$ cat src/rtl/soc_mem_pkg.sv
`default_nettype none
// +----------------------------------------------------------------------------+
// | Module : soc_mem_pkg                                                       |
// | Desc   : Shared memory-subsystem request/response types and decode helper. |
// | Rev    : 1.0  initial release                                              |
// +----------------------------------------------------------------------------+
package soc_mem_pkg;

    localparam int unsigned c_MEM_ADDR_WIDTH = 32;
    localparam int unsigned c_MEM_DATA_WIDTH = 32;
    localparam int unsigned c_MEM_BE_WIDTH   = c_MEM_DATA_WIDTH / 8;

    typedef struct packed {
        logic                        we;
        logic [c_MEM_BE_WIDTH-1:0]   be;
        logic [c_MEM_ADDR_WIDTH-1:0] addr;
        logic [c_MEM_DATA_WIDTH-1:0] wdata;
    } mem_req_t;

    typedef struct packed {
        logic                        rvalid;
        logic                        err;
        logic [c_MEM_DATA_WIDTH-1:0] rdata;
    } mem_rsp_t;

    // Evaluated in 64 bits so base + 4*words cannot wrap for 32-bit maps.
    function automatic logic addr_in_range(input logic [63:0] addr,
                                           input logic [63:0] base,
                                           input logic [63:0] words);
        return (addr >= base) && (addr < (base + (words << 2)));
    endfunction

endpackage
`default_nettype wire

$ cat src/rtl/rr_arbiter.sv
`default_nettype none
// +----------------------------------------------------------------------------+
// | Module : rr_arbiter                                                        |
// | Desc   : Combinational round-robin picker: first request at/after pointer. |
// | Rev    : 1.0  initial release                                              |
// +----------------------------------------------------------------------------+
module rr_arbiter #(
    parameter int unsigned N = 2
) (
    input  logic [N-1:0]         i_req,
    input  logic [$clog2(N)-1:0] i_ptr,
    output logic [N-1:0]         o_gnt,
    output logic [$clog2(N)-1:0] o_idx
);

    localparam int unsigned c_IDX_W = $clog2(N);

    int   w_j;
    logic w_found;

    always_comb begin
        o_gnt   = '0;
        o_idx   = '0;
        w_found = 1'b0;
        w_j     = 0;
        for (int o = 0; o < int'(N); o++) begin
            w_j = int'(i_ptr) + o;
            if (w_j >= int'(N)) begin
                w_j = w_j - int'(N);
            end
            if (!w_found && i_req[w_j]) begin
                w_found    = 1'b1;
                o_gnt[w_j] = 1'b1;
                o_idx      = c_IDX_W'(w_j);
            end
        end
    end

endmodule
`default_nettype wire

$ cat src/rtl/sp_ram_arbiter.sv
`default_nettype none
// +----------------------------------------------------------------------------+
// | Module : sp_ram_arbiter                                                    |
// | Desc   : Round-robin sharing of one single-port SRAM among OBI masters.    |
// | Rev    : 1.0  initial release                                              |
// +----------------------------------------------------------------------------+
module sp_ram_arbiter #(
    parameter int unsigned           N_REQ      = 2,
    parameter int unsigned           ADDR_WIDTH = 32,
    parameter int unsigned           DATA_WIDTH = 32,
    parameter logic [ADDR_WIDTH-1:0] BASE_ADDR  = '0,
    parameter int unsigned           MEM_WORDS  = 1024
) (
    input  logic                                    clk_i,
    input  logic                                    rst_ni,
    input  logic [N_REQ-1:0]                        req_i,
    input  logic [N_REQ-1:0]                        we_i,
    input  logic [N_REQ-1:0][DATA_WIDTH/8-1:0]      be_i,
    input  logic [N_REQ-1:0][ADDR_WIDTH-1:0]        addr_i,
    input  logic [N_REQ-1:0][DATA_WIDTH-1:0]        wdata_i,
    output logic [N_REQ-1:0]                        gnt_o,
    output logic [N_REQ-1:0]                        rvalid_o,
    output logic [N_REQ-1:0]                        err_o,
    output logic [N_REQ-1:0][DATA_WIDTH-1:0]        rdata_o,
    output logic                                    ram_en_o,
    output logic                                    ram_we_o,
    output logic [DATA_WIDTH/8-1:0]                 ram_be_o,
    output logic [$clog2(MEM_WORDS)-1:0]            ram_addr_o,
    output logic [DATA_WIDTH-1:0]                   ram_wdata_o,
    input  logic [DATA_WIDTH-1:0]                   ram_rdata_i
);

    import soc_mem_pkg::*;

    localparam int unsigned c_IDX_W  = $clog2(N_REQ);
    localparam int unsigned c_RAM_AW = $clog2(MEM_WORDS);
    localparam int unsigned c_BE_W   = DATA_WIDTH / 8;

    logic [N_REQ-1:0]      w_req;
    logic [N_REQ-1:0]      w_gnt;
    logic [c_IDX_W-1:0]    w_idx;
    logic                  w_any;
    logic                  w_in_range;
    logic                  w_hit;
    logic [ADDR_WIDTH-1:0] w_off;
    logic                  w_unused_off;

    logic [c_IDX_W-1:0]    r_ptr;
    logic                  r_rsp_valid;
    logic                  r_rsp_err;
    logic                  r_rsp_we;
    logic [c_IDX_W-1:0]    r_rsp_idx;
    logic                  r_ram_we;
    logic [c_BE_W-1:0]     r_ram_be;
    logic [c_RAM_AW-1:0]   r_ram_addr;
    logic [DATA_WIDTH-1:0] r_ram_wdata;

    // Requests are masked while in reset so no grant escapes.
    assign w_req = rst_ni ? req_i : '0;

    rr_arbiter #(
        .N (N_REQ)
    ) u_rr_arbiter (
        .i_req (w_req),
        .i_ptr (r_ptr),
        .o_gnt (w_gnt),
        .o_idx (w_idx)
    );

    assign w_any        = |w_req;
    assign w_in_range   = addr_in_range(64'(addr_i[w_idx]), 64'(BASE_ADDR), 64'(MEM_WORDS));
    assign w_hit        = w_any & w_in_range;
    assign w_off        = addr_i[w_idx] - BASE_ADDR;
    assign w_unused_off = ^w_off;

    assign gnt_o       = w_gnt;
    assign ram_en_o    = w_hit;
    assign ram_we_o    = w_hit ? we_i[w_idx]              : r_ram_we;
    assign ram_be_o    = w_hit ? be_i[w_idx]              : r_ram_be;
    assign ram_addr_o  = w_hit ? w_off[c_RAM_AW+1:2]      : r_ram_addr;
    assign ram_wdata_o = w_hit ? wdata_i[w_idx]           : r_ram_wdata;

    always_ff @(posedge clk_i or negedge rst_ni) begin
        if (!rst_ni) begin
            r_ptr       <= '0;
            r_rsp_valid <= 1'b0;
            r_rsp_err   <= 1'b0;
            r_rsp_we    <= 1'b0;
            r_rsp_idx   <= '0;
            r_ram_we    <= 1'b0;
            r_ram_be    <= '0;
            r_ram_addr  <= '0;
            r_ram_wdata <= '0;
        end else begin
            r_rsp_valid <= w_any;
            r_rsp_err   <= w_any & ~w_in_range;
            r_rsp_we    <= we_i[w_idx];
            r_rsp_idx   <= w_idx;
            if (w_any) begin
                r_ptr <= (w_idx == c_IDX_W'(N_REQ - 1)) ? '0 : w_idx + 1'b1;
            end
            // Hold the last in-range access so idle cycles do not toggle the RAM bus.
            if (w_hit) begin
                r_ram_we    <= ram_we_o;
                r_ram_be    <= ram_be_o;
                r_ram_addr  <= ram_addr_o;
                r_ram_wdata <= ram_wdata_o;
            end
        end
    end

    for (genvar i = 0; i < int'(N_REQ); i++) begin : g_rsp
        assign rvalid_o[i] = r_rsp_valid && (r_rsp_idx == c_IDX_W'(i));
        assign err_o[i]    = rvalid_o[i] & r_rsp_err;
        assign rdata_o[i]  = (rvalid_o[i] && !r_rsp_err && !r_rsp_we) ? ram_rdata_i : '0;
    end

endmodule
`default_nettype wire

$ cat config.mk
export PLATFORM = sky130hd
export DESIGN_NAME = sp_ram_arbiter
export DESIGN_NICKNAME = d
export VERILOG_FILES = /design/src/rtl/soc_mem_pkg.sv /design/src/rtl/rr_arbiter.sv /design/src/rtl/sp_ram_arbiter.sv
export SDC_FILE = /design/constraint.sdc
export NUM_CORES = 1
export LEC_CHECK = 0
export CAP_MARGIN = 40
export CORE_AREA = 5 5 110 112
export DETAILED_ROUTE_END_ITERATION = 8
export DIE_AREA = 0 0 115 117
export PLACE_DENSITY_LB_ADDON = 0.05
export SLEW_MARGIN = 5
export SYNTH_ARGS = -nofsm -noshare
export SYNTH_HDL_FRONTEND = slang
export SYNTH_SLANG_ARGS = --single-unit
$ cat constraint.sdc
create_clock -name clk_i -period 5.3 [get_ports clk_i]
set_input_delay 0.53 -clock clk_i [delete_from_list [all_inputs] [get_ports clk_i]]
set_output_delay 0.53 -clock clk_i [all_outputs]
set_load 0.005 [all_outputs]
Word level (Yosys, flattened, before mapping)
Cells that the tools add are included.
{"block": "totals", "ff_bits": 52, "in_bits": 174, "output_inout_bits": 118, "wordCells": 74}
{"block": "op_classes", "addsub": 4, "n_lt_le_gt_ge": 8, "muxes": 33, "n_bitwise": 7, "reduce_logical": 13}
{"op": "32-bit 2-to-1 mux", "n": 9}
{"op": "32-bit by 1-bit >= comparator with 1-bit output, second input constant", "n": 2}
{"op": "32-bit by 3-bit less-than comparator with 1-bit output, second input constant", "n": 2}
{"op": "32-bit by 3-bit >= comparator with 1-bit output, second input constant", "n": 1}
{"op": "32-bit by 13-bit less-than comparator with 1-bit output, second input constant", "n": 1}
{"op": "32-bit by 3-bit subtractor with 32-bit output, second input constant", "n": 1}
{"op": "1-bit 2-to-1 mux", "n": 15}
{"op": "4-bit 2-to-1 mux", "n": 3}
{"op": "10-bit 2-to-1 mux", "n": 1}
{"op": "1-bit logical AND", "n": 9}
{"op": "2-bit 2-to-1 mux", "n": 3}
{"op": "1-bit bitwise AND", "n": 4}
{"op": "1-bit logical NOT", "n": 3}
{"op": "1-bit by 2-bit subtractor with 3-bit output, second input constant", "n": 1}
{"op": "1-bit by 1-bit adder with 2-bit output, second input constant", "n": 1}
{"op": "1-bit demux with 1-bit select", "n": 2}
{"op": "1-bit by 2-bit >= comparator with 1-bit output, second input constant", "n": 1}
{"op": "1-bit by 2-bit less-than comparator with 1-bit output, second input constant", "n": 1}
{"op": "1-bit inverter", "n": 2}
{"op": "2-bit OR", "n": 1}
{"op": "2-bit OR reduction", "n": 1}
{"op": "1-bit adder, second input constant", "n": 1}

Longest topological paths before layout
{"block": "logic_depth", "word_depth": 14, "depth_mapped": 7, "ltp_nobuf": 5}

By module
A second synthesis with hierarchy kept.
{"block": "hier_totals", "hier_cells": 321, "hier_area_um2": 3722.3}
{"mod": "sp_ram_arbiter", "n_inst": 1, "cells_each": 317, "area_each_um2": 3692.3, "seq_area_each_um2": 1301.2}
{"mod": "rr_arbiter", "n_inst": 1, "cells_each": 4, "area_each_um2": 30.0, "seq_area_each_um2": 0.0}

Worst setup path after synthesis
Ideal clock, no wire load.
{"block": "synth_timing", "path_type": "input -> output", "startpoint": "input addr_i[15] (netlist name)", "endpoint": "output ram_wdata_o[22]", "t_arrival_ns": 2.403, "t_required_ns": 4.770, "setup_slack_ns": 2.367, "stages": 6, "path_buffers": 2, "cell_sequence": "or4_1 > or4_4 > a21oi_4 > buf_6 > buf_6 > mux2_1"}
{"block": "synth_between", "elab_chain_cells": 5}
{"item": "start: declaration", "line": "sp_ram_arbiter.sv:19", "source": "input logic [N_REQ-1:0][ADDR_WIDTH-1:0] addr_i,"}
{"item": "32-bit 2-to-1 mux (2 in series)"}
{"item": "32-bit by 13-bit less-than comparator with 1-bit output", "line": "soc_mem_pkg.sv:30", "source": "return (addr >= base) && (addr < (base + (words << 2)));"}
{"item": "1-bit bitwise AND", "line": "sp_ram_arbiter.sv:72", "source": "assign w_hit = w_any & w_in_range;"}
{"item": "named net ram_en_o", "line": "sp_ram_arbiter.sv:25", "source": "output logic ram_en_o,"}
{"item": "32-bit 2-to-1 mux", "line": "sp_ram_arbiter.sv:81", "source": "assign ram_wdata_o = w_hit ? wdata_i[w_idx] : r_ram_wdata;"}
{"item": "end: declaration", "line": "sp_ram_arbiter.sv:29", "source": "output logic [DATA_WIDTH-1:0] ram_wdata_o,"}
The timed path passes the listed nets, and every way through them passes these cells. The select of a mux whose other input is x is not followed.

Worst setup path in the final report
{"block": "layout_timing", "startpoint": "input req_i[1]", "endpoint": "output ram_we_o"}
{"block": "layout_between", "elab_chain_cells": 13, "word_cells_on_any_way": 20, "classes_between": "order compare (1); mux (15); bitwise (1); reduce/logical (3)"}
{"item": "start: declaration", "line": "sp_ram_arbiter.sv:16", "source": "input logic [N_REQ-1:0] req_i,"}
{"item": "2-bit 2-to-1 mux *", "line": "sp_ram_arbiter.sv:59", "source": "assign w_req = rst_ni ? req_i : '0;"}
{"item": "1-bit 2-to-1 mux (not written as such) (3 in series)", "line": "rr_arbiter.sv:31", "source": "if (!w_found && i_req[w_j]) begin"}
{"item": "1-bit 2-to-1 mux", "line": "rr_arbiter.sv:31"}
{"item": "1-bit logical NOT", "line": "rr_arbiter.sv:31"}
{"item": "1-bit logical AND", "line": "rr_arbiter.sv:31"}
{"item": "1-bit 2-to-1 mux", "line": "rr_arbiter.sv:31"}
{"item": "32-bit 2-to-1 mux (2 in series)"}
{"item": "32-bit by 13-bit less-than comparator with 1-bit output", "line": "soc_mem_pkg.sv:30"}
{"item": "1-bit bitwise AND", "line": "sp_ram_arbiter.sv:72"}
{"item": "1-bit 2-to-1 mux *", "line": "sp_ram_arbiter.sv:78", "source": "assign ram_we_o = w_hit ? we_i[w_idx] : r_ram_we;"}
{"item": "end: declaration", "line": "sp_ram_arbiter.sv:26", "source": "output logic ram_we_o,"}
Mark *: on every way between the ends. The rest lies on a longest branch, timed or not. The select of a mux whose other input is x is not followed.

==> summary.txt <==
STA
  • Min Tclk post-route: about 4.2 ns
  • Worst slew pin tran: around 0.7 ns
  • Fin Setup TNS: 0 ns
  • Hold_ws: between 0.4 and 0.5 ns
  • Max-slew violation count: 0
  • Slew HR: 0.535
  • RSZ-0062 raised after global routing: no
  • Hold Vio Cnt, Final: 0
  • Fmax: roughly 240 MHz
  • Worst Skew: between 0.003 and 0.004 ns
  • Final worst path period share: 0.796
  • Final setup violation count: 0

Setup path
  • Buffers & Inverters on Critical Path: 3
  • CP Cell Sequence: clkdlybuf4s50_1, nand2_1, a21oi_4, nand4_1, a21oi_4, buf_4, mux2_1, clkdlybuf4s50_1
  • Critical path's top delay family: buffers and inverters
  • Worst r2r dst: r_ram_wdata[7]
  • Reg2Reg Depth: 6
  • CP Launch Type: input port
  • Crit path max-delay cell type: a21oi_4
  • FF-to-FF setup slack: 2.64 ns
  • Worst-path maximum fanout: 51
  • Reg2Reg Launch Point: r_ptr
  • Critical Path RT: roughly 4.8 ns
  • Critical path class: in2out
  • Critical Path Max Stage Delay: between 0.5 and 0.6 ns
  • CP endpoint kind: output port
  • WP data arrival: about 3.7 ns

Synthesis
  • Synthesized instance count: around 310
  • Yosys warning count: 0
  • Synth unique cells: 20
  • Syn nets: between 400 and 500
  • Synthesis-stage register bit count: between 50 and 60
  • Post-synthesis sequential area ratio: 0.359
  • Post-Syn Area: 3630 µm²
  • Avg Cell Area, Syn: ~12 µm²

Clocking
  • CTS tree: built
  • Clock Pin Slew Worst Setup and Hold Paths: 0.06 ns
  • Post_cts resized: 0
  • Worst skew pair latency: 0.28 ns
  • Cts-stage hold buffer count: 0
  • Clock sinks: 52
  • H-tree levels: 2
  • Post-CTS setup buffer count: 0
  • Max clock buf depth: 2
  • CTS root buf: clkbuf_16
  • TritonCTS Buffers: 5

Placement
  • Final weighted congestion in routability-driven placement: 0.852
  • DP HPWL: ~11 mm
  • # port buffers: roughly 290

Global routing
  • Vias in the first global route: between 3000 and 4000
  • First-pass GRT wire length: between 15 and 20 mm
  • Initial antenna violation count: 0
  • Total grt overflow: 0
  • Pin count of the biggest net entering global routing: 55
  • Total track usage: 0.180

Power
  • Leak: just under 3 nW
  • Total design power: between 0.9 and 1 mW
  • Logic pwr share: 0.241
  • Switch share: 0.207
  • Pint: a little under 0.8 mW
  • Maximum vdd drop: 0.143 mV
  • Sw power: around 0.2 mW
  • Power per standard cell area: about 150 nW/µm²
  • Flop pwr share: 0.407
  • Clk pwr share: 0.352

Drt
  • Met1 Wirelength: between 5 and 6 mm
  • Met3 wire length: 1.11 mm
  • Via count: around 3400
  • Final wirelength: 13.3 mm
  • Initial DRC Count: between 80 and 90
  • DRC errors left: 0
  • Vias per std cell: approximately 4.7
  • DR top layer: met4
  • DR WL met2: between 7 and 8 mm
  • Remaining antenna violation count: 0
  • Routed len/inst: 18.2 µm
  • Pre-antenna DRT Iters: 4

Floorplanning
  • Row count: 39
  • Die ar.: about 13000 µm²
  • Die span in y: between 100 and 150 µm
  • Starting Density: 0.326
  • Ports: between 200 and 300
  • Placeable Area: roughly 11000 µm²
  • Die X-Extent: 115 µm

Min path
  • Min-Delay Path Class: in2async

Finish
  • Commonest non-fill, non-tap cell in the layout: clkdlybuf4s50_1
  • Layout cells sized above 1: 0.186
  • Fin util: 0.608
  • Antenna diode count: 0
  • Area Overhead vs Synth: 86.6%
  • Nets: 765
  • Filler Cells Inserted: around 980
  • Most frequent cells in the layout: clkdlybuf4s50_1 (286), mux2_2 (92), and2_1 (66)

Outcome
  • Outcome: finished clean

Job
  • Max cap viols: 0
-- worst reg2reg max path, cell delays in order, from the launching register on --
cell and delay, ns:
dfrtp_1 0.38, inv_1 0.09, a21oi_4 0.56, nand4_1 0.34, a21oi_4 0.21, buf_4 0.53
mux2_2 0.44
-- per-layer routing --
| metal | vias to the layer above | global-route usage |
|---|---|---|
| li1 | 1659 | - |
| met1 | 1609 | 0.211 |
| met2 | 144 | 0.331 |
| met3 | 11 | 0.0504 |
| met4 | 0 | 0.0360 |
| met5 | - | 0 |
-- synthesized netlist by cell type --
| cell type | number | share of area |
|---|---|---|
| mux2_2 | 92 | 0.29 |
| and3_1 | 2 | 0.0035 |
| nor4_1 | 5 | 0.0086 |
| buf_6 | 6 | 0.019 |
| mux2_1 | 49 | 0.15 |
| inv_1 | 2 | 0.0021 |
| nor2b_1 | 1 | 0.0017 |
| clkbuf_1 | 11 | 0.011 |
| or4_4 | 1 | 0.0031 |
| a21oi_1 | 3 | 0.0041 |
| buf_2 | 4 | 0.0055 |
| dfrtp_1 | 52 | 0.36 |
| or4_1 | 5 | 0.010 |
| nor3b_1 | 2 | 0.0041 |
| a21oi_4 | 1 | 0.0045 |
| and2_1 | 66 | 0.11 |
| o21ai_0 | 2 | 0.0028 |
| nand2_1 | 5 | 0.0052 |
| nor2_1 | 2 | 0.0021 |
| nand4_1 | 1 | 0.0017 |
-- worst max-delay path by stage --
stage                from               to  depth (start not counted)
2_1_floorplan  addr_i[15]  ram_wdata_o[22]                          6
3_3_place_gp     req_i[1]         ram_we_o                          8
3_5_place_dp     req_i[1]         ram_we_o                          8
4_1_cts          req_i[1]         ram_we_o                          8
5_1_grt          req_i[1]   ram_wdata_o[4]                          8
6_report         req_i[1]         ram_we_o                          8
-- through the flow --
step	setup slack [ns]	instances	area, µm²
finish	1.08	733	6770
CTS	0.985	733	6770
global route	0.821	733	6770
floorplan	2.37	312	3630
global placement	1.05	727	6610
detailed placement	0.995	727	6610
-- state kept, by name, summed over array words and instances, names as in the netlist --
register	cells
r_ram_wdata	32
r_ram_addr	10
r_ram_be	4
r_ptr	1
r_ram_we	1
r_rsp_err	1
r_rsp_idx	1
r_rsp_valid	1
r_rsp_we	1
-- cells by family (layout without fill, tap and decap cells) --
logic type             Yosys count  in the layout  share of synthesized area
AO/OA/AOI/OAI                    6              6                     0.0114
flip-flops                      52             52                      0.359
multiplexers                   141            141                      0.438
buffers and inverters           23            301                     0.0376
AND/OR/NAND/NOR                 90             90                      0.154
-- power groups by stage --
stage / Sequential (mW) / Combinational [mW] / Clock, mW
floorplan: 0.410 / 0.0657 / 0
global placement: 0.411 / 0.237 / 0
detailed placement: 0.411 / 0.241 / 0
CTS: 0.403 / 0.242 / 0.364
global route: 0.404 / 0.256 / 0.381
finish: 0.403 / 0.239 / 0.348
-- final cells by class --
class / instances / area, µm² / area share
Clock buffer: 5 / 125 / 0.0185
Inverter: 2 / 7.51 / 0.00111
Clock inverter: 1 / 30.0 / 0.00444
Timing Repair Buffer: 293 / 2910 / 0.431
Sequential cell: 52 / 1300 / 0.192
Tap cell: 143 / 179 / 0.0264
Multi-Input combinational cell: 237 / 2210 / 0.327
Note: power is estimated with default switching activity, not from simulation.
